**src/rtl/serial_xnor_comparator.sv**
```systemverilog
// Bit-serial word comparator: XNORs a/b per accepted bit over a WIDTH-bit word and
// reports equality, mismatch count and index of the first differing bit.
module serial_xnor_comparator #(
  parameter int WIDTH = 8,
  parameter int CNT_W = 4
) (
  input  logic             clk,
  input  logic             rst_n,
  input  logic             start,
  input  logic             bit_valid,
  input  logic             a,
  input  logic             b,
  output logic             busy,
  output logic             done,
  output logic             equal,
  output logic [CNT_W-1:0] mismatch_cnt,
  output logic [CNT_W-1:0] first_diff,
  output logic             diff_seen
);

  typedef enum logic [1:0] {IDLE, RUN, DONE} state_t;

  localparam logic [CNT_W-1:0] LAST_IDX = CNT_W'(WIDTH - 1);

  state_t           state, state_nx;
  logic [CNT_W-1:0] bit_idx, bit_idx_nx;
  logic [CNT_W-1:0] cnt_nx, first_nx;
  logic             busy_nx, done_nx, equal_nx, seen_nx;
  logic             match;

  assign match = (a & b) | (~a & ~b);

  always_ff @(posedge clk or negedge rst_n) begin
    if (!rst_n) begin
      state        <= IDLE;
      bit_idx      <= '0;
      busy         <= 1'b0;
      done         <= 1'b0;
      equal        <= 1'b0;
      mismatch_cnt <= '0;
      first_diff   <= '0;
      diff_seen    <= 1'b0;
    end else begin
      state        <= state_nx;
      bit_idx      <= bit_idx_nx;
      busy         <= busy_nx;
      done         <= done_nx;
      equal        <= equal_nx;
      mismatch_cnt <= cnt_nx;
      first_diff   <= first_nx;
      diff_seen    <= seen_nx;
    end
  end

  // Results hold by default so they stay stable from done until the next start.
  always_comb begin
    state_nx   = state;
    bit_idx_nx = bit_idx;
    busy_nx    = busy;
    done_nx    = 1'b0;
    equal_nx   = equal;
    cnt_nx     = mismatch_cnt;
    first_nx   = first_diff;
    seen_nx    = diff_seen;
    case (state)
      IDLE: begin
        if (start) begin
          state_nx   = RUN;
          bit_idx_nx = '0;
          cnt_nx     = '0;
          first_nx   = '0;
          seen_nx    = 1'b0;
          equal_nx   = 1'b0;
          busy_nx    = 1'b1;
        end
      end
      RUN: begin
        if (bit_valid) begin
          bit_idx_nx = bit_idx + 1'b1;
          if (!match) begin
            cnt_nx = mismatch_cnt + 1'b1;
            if (!diff_seen) begin
              first_nx = bit_idx;
              seen_nx  = 1'b1;
            end
          end
          if (bit_idx == LAST_IDX) begin
            state_nx = DONE;
            busy_nx  = 1'b0;
            done_nx  = 1'b1;
            equal_nx = (cnt_nx == '0);
          end
        end
      end
      DONE: begin
        state_nx = IDLE;
      end
      default: begin
        state_nx = IDLE;
      end
    endcase
  end

endmodule
```
**config.mk**
```make
export PLATFORM = sky130hd
export DESIGN_NAME = serial_xnor_comparator
export DESIGN_NICKNAME = d
export VERILOG_FILES = /design/src/rtl/serial_xnor_comparator.sv
export SDC_FILE = /design/constraint.sdc
export NUM_CORES = 1
export LEC_CHECK = 0
export BUFFER_PORTS_ARGS = -buffer_cell sky130_fd_sc_hd__buf_4
export CAP_MARGIN = 20
export CORE_MARGIN = 1.5
export CORE_UTILIZATION = 45
export CTS_BUF_LIST = sky130_fd_sc_hd__clkbuf_2
export DETAILED_ROUTE_END_ITERATION = 12
export GPL_ROUTABILITY_DRIVEN = 1
export PLACE_DENSITY = 0.68
export SETUP_SLACK_MARGIN = 0.4
export SLEW_MARGIN = 30
export SYNTH_ARGS = -nofsm -noshare
export SYNTH_HDL_FRONTEND = slang
export SYNTH_SLANG_ARGS = --single-unit
```
**constraint.sdc**
```tcl
create_clock -name clk -period 1.9 [get_ports clk]
set_input_delay 0.19 -clock clk [delete_from_list [all_inputs] [get_ports clk]]
set_output_delay 0.19 -clock clk [all_outputs]
set_load 0.02 [all_outputs]
```
* Yosys cells after proc, flatten, opt, wreduce, memory -nomap -nowiden
Cells that the tools add are included.
** Cells by class
- Add/sub/neg operators :: 2
- Equality and inequality tests :: 7
- Reduce and logical (&&, ||, !) cells :: 8
- Mux-type cells :: 30
- Bitwise logic cells :: 5
** Operators by type and width (number)
- 2-to-1 mux 4 bit :: 9
- case mux 4 bit (2 select lines) :: 3
- 2-to-1 mux 1 bit :: 11
- != test 2 bit (second input constant) :: 5
- adder 4 x 1 -> 4 bit (second input constant) :: 2
- AND reduction 4 bit :: 2
- 2-to-1 mux 2 bit :: 3
- case mux 1 bit (2 select lines) :: 3
- AND reduction 3 bit :: 2
- AND reduction 5 bit :: 1
- == test 4 x 3 -> 1 bit (second input constant) :: 1
- logical NOT 4 bit :: 1
- case mux 2 bit (2 select lines) :: 1
- bitwise AND 1 bit :: 2
- == test 2 x 1 -> 1 bit (second input constant) :: 1
- logical NOT 2 bit :: 1
- NOT 1 bit :: 2
- nonzero test 2 bit :: 1
- bitwise OR 1 bit :: 1
** Storage, ports and cells
- Register bits :: 18
- Output and inout port bits :: 12

* Logic depth before layout (Yosys ltp)
- Depth in word-level cells :: 10
- Mapped depth :: 5
- Depth with buffers taken out :: 5

* Worst setup path after synthesis
OpenSTA, ideal clock, no wires.
- Path type :: register to register
- From :: register state[0]
- To :: register first_diff[0]
- Slack :: 0.472 ns
- Arrival :: 1.348 ns
- Library setup time :: 0.079 ns
- Data required time :: 1.821 ns
- Cell stages (with the launch flop) :: 5
- Clock period less this slack :: 1.428 ns
- Path through :: dfrtp_1 nor3b_2 nor2_2 nor3b_4 mux2i_1
** Between the ends
- Longest elaborated chain between the ends :: 3
- Elaborated cells on any way between the ends :: 9
- Those cells by class :: eq/ne: 5; mux: 1; reduce/logical: 3
** Ends and longest elaborated chain
- start, declared :: RTL line 25 : state_t state, state_nx;
- start signal, assigned :: RTL line 44 : state <= state_nx;
- == test 2 x 1 -> 1 bit or logical NOT 2 bit (tied branches) :: RTL line 65 : case (state)
- != test 2 bit (no line) or nonzero test 2 bit (tied branches)
- AND reduction 5 bit (no line)
- end signal, assigned :: RTL line 50 : first_diff <= first_nx;
- end, declared :: RTL line 17 : output logic [CNT_W-1:0] first_diff,
Several ways; a longest one is shown, not always the timed one.
A chain may end at the register's enable or synchronous reset.

* Final worst setup path
- From :: register state[0]
- To :: register equal
** Between the ends
- Longest elaborated chain between the ends :: 3
- Elaborated cells on any way between the ends :: 8
- Those cells by class :: eq/ne: 4; mux: 1; reduce/logical: 3
** Ends and longest elaborated chain
- == test 2 x 1 -> 1 bit or logical NOT 2 bit (tied branches) :: RTL line 65
- != test 2 bit (no line) or nonzero test 2 bit (tied branches)
- AND reduction 4 bit (no line)
- end signal, assigned :: RTL line 48 : equal <= equal_nx;
- end, declared :: RTL line 15 : output logic equal,
Several ways; a longest one is shown, not always the timed one.

==> qor.txt <==
Post-place setup slack -> 0.280 ns
Design Power -> 1.64 mW
GP Congestion -> 0.811
Outcome -> complete, no violations
Share of cells above drive strength 1 -> 0.308
WL/cell -> 14.1 um
Final wirelength -> 1.86 mm
Port Buf Inserts -> 17
CP max FO -> 6
Register bit count reported by yosys -> 18
Site row count -> 15
Vias -> 716
Sequential area share after synthesis -> 0.516
Final period util -> 0.753
Hold slack -> 0.191 ns
Maximum Capacitance Violations -> 0
Core area -> 1780 um^2
Slowest stage cell, crit path -> dfrtp_2
Worst-path cell chain -> or3b_4 -> nand2_1 -> nand2_1 -> a32o_1
Syn nets -> 90
Top-area cell type share of the netlist area -> 0.516
GRT Util Overall -> 0.188
Grt total ovfl -> 0
Worst path most repeated cell -> nand2_1
Io pins -> 18
Final TNS setup -> 0 ns
Worst EP required -> 2.12 ns
H-tree levels -> 1
R2R Setup Slk -> 0.47 ns
Drt drc -> 0
Worst-Margin Slew -> 0.444 ns
Netlist Area Pre-Place -> 873 um^2
Top post-synthesis cells by area -> dfrtp_1, nand2_1, mux2i_1
Initial drt markers -> 12
CP Class -> reg2reg
CP max stage delay -> 0.48 ns
Mean post-synth cell area -> 10.7 um^2
Detail Route Antenna Nets -> 0
Minimum clock period -> 1.43 ns
Clk buf depth -> 2
Avg Vias per Cell -> 5.42
Final Skew -> 0.00347 ns
Setup Viol. Count Final -> 0
Pre-Repair DR Iteration Count -> 4
Clock Latency Late Sink -> 0.31 ns
Yosys cell types -> 29
Global-route wire length before repair -> 2.90 mm
Initial antenna violation count -> 0
Yosys warning total -> 0
Post-DP Area -> 1030 um^2
Met1 Resource Use GR -> 0.265
Clock Sink Count -> 18
Yosys top cell by area -> dfrtp_1
Met3 Usage GRT -> 0.0385
DPL Wire Length -> 1.30 mm
Cells after Synth -> 82
TritonCTS buffer count -> 3
Critical Path Sink Type -> register
Final slew viol count -> 0
CTS tree -> yes
Die area -> 2210 um^2
RSZ-0062 raised after global routing -> true
Min-Delay Path Class -> in2reg
Worst setup margin -> 0.469 ns
Antenna cell count -> 0
Clock-pin slew on the worst setup and hold paths -> 0.16 ns
Die Ht -> 47.1 um
GR Util met2 -> 0.288
Die width -> 47.1 um
Starting density of the core -> 0.490
Final instance area -> 1100 um^2
Max VDD drop -> 0.000825 V
Vias in the first global route -> 663
Area delta synth->final -> 25.6%
Critical Path AT -> 1.65 ns
Slew headroom -> 0.700
Pleak -> 0.506 nW
Critical path startpoint category -> register
Max Fclk -> 0.699 GHz
Gr busiest metal -> met2
Hold Vio Cnt, Final -> 0
Fin nets -> 116
Power per cell area -> 1500 nW/um^2
Pin count of the biggest net entering global routing -> 19
Buf/Inv on CP -> 0
Crit path max-delay family -> simple AND/OR/NAND/NOR gates
Root Buffer -> clkbuf_2
[cell type report]
cell class                      count  area (um^2)
Clock inverter                      1         3.75
Clock buffer                        3         15.0
Sequential cell                    18          454
Tap cell                           25         31.3
Timing Repair Buffer               22          168
Multi-Input combinational cell     62          422
Fill cell                         156          686
Inverter                            1         3.75
[report_power, final]
group / switching, mW / internal [mW] / leakage (nW) / total, mW
Combinational: 0.427 / 0.368 / 0.268 / 0.795
Clock: 0.118 / 0.0457 / 0.0140 / 0.164
Sequential: 0.156 / 0.529 / 0.224 / 0.685
[through the flow]
stage	util	cells
6_report	0.615	132
5_1_grt	0.615	132
4_1_cts	0.600	130
3_5_place_dp	0.579	124
3_3_place_gp	0.579	124
2_1_floorplan	-	82
[synth_stat cells]
cell and n:
and3b_1 1, nor3b_4 1, or3b_1 1, buf_4 1, nor3b_2 1, o21ai_0 3
xnor2_1 2, or3_1 2, a21o_1 1, o21ai_1 2, mux2i_1 5, nor2_1 6
inv_1 1, xor2_2 1, nor2b_1 1, a32o_1 2, o22ai_1 1, dfrtp_1 18
nand4_1 1, nand3b_1 2, ha_1 2, o41ai_1 1, nand3_1 2, nand4b_1 1
a21oi_1 5, nand2_1 15, nor2_2 1, xor2_1 1, a22o_1 1
[repair_timing]
action	4_1_cts	5_1_grt
setup buffers	1	2
gates resized for setup	1	5
setup endpoints to repair	5	6
pin swaps	1	1
cloned	0	0
endpoints found under the hold margin	18	0
hold buffers	1	0
[metal layers]
metal  vias to the layer above  wire length, um
met3                         3               52
li1                        344                -
met1                       359              878
met4                         0               25
met2                        10              900
met5                         -                0
[kinds of logic (layout without fill, tap and decap cells)]
logic type | count (synthesis) | in the layout | synth area share
fa+ha+maj | 2 | 2 | 0.0286
flops | 18 | 18 | 0.516
mux | 5 | 5 | 0.0573
xor+xnor | 4 | 4 | 0.0487
compound gates | 16 | 16 | 0.116
simple gates | 35 | 35 | 0.221
buf+inv | 2 | 27 | 0.0129
[flip-flops by register name, summed over array words and instances (netlist names)]
register	flops
bit_idx	4
first_diff	4
mismatch_cnt	4
state	2
busy	1
diff_seen	1
done	1
equal	1
[worst min-delay path, cell delays in order]
cell     delay [ns]
buf_4          0.09
o22ai_1        0.08
nor2_1         0.11
[cells in the final DEF, fill, tap and decap left out, types with 2 or more instances in the layout]
cell type  instances
nor2_1             6
o21ai_0            3
ha_1               2
mux2i_1            5
nand3b_1           2
xnor2_1            2
nand3_1            2
clkbuf_2           3
buf_4             21
a21oi_1            5
or3_1              2
o21ai_1            2
nand2_1           15
nor3b_4            2
dfrtp_1           15
dfrtp_2            3
a32o_1             2
[final timing paths]
| kind | start | endpoint | cells after the start |
|---|---|---|---|
| max in group asynchronous | rst_n | state[0] | 2 |
| min in group asynchronous | rst_n | first_diff[3] | 2 |
| min reg2reg | busy | busy | 1 |
| max reg2reg | state[0] | equal | 4 |
| max | state[0] | equal | 4 |
| min | start | state[0] | 3 |
(Power assumes the default switching activity.)
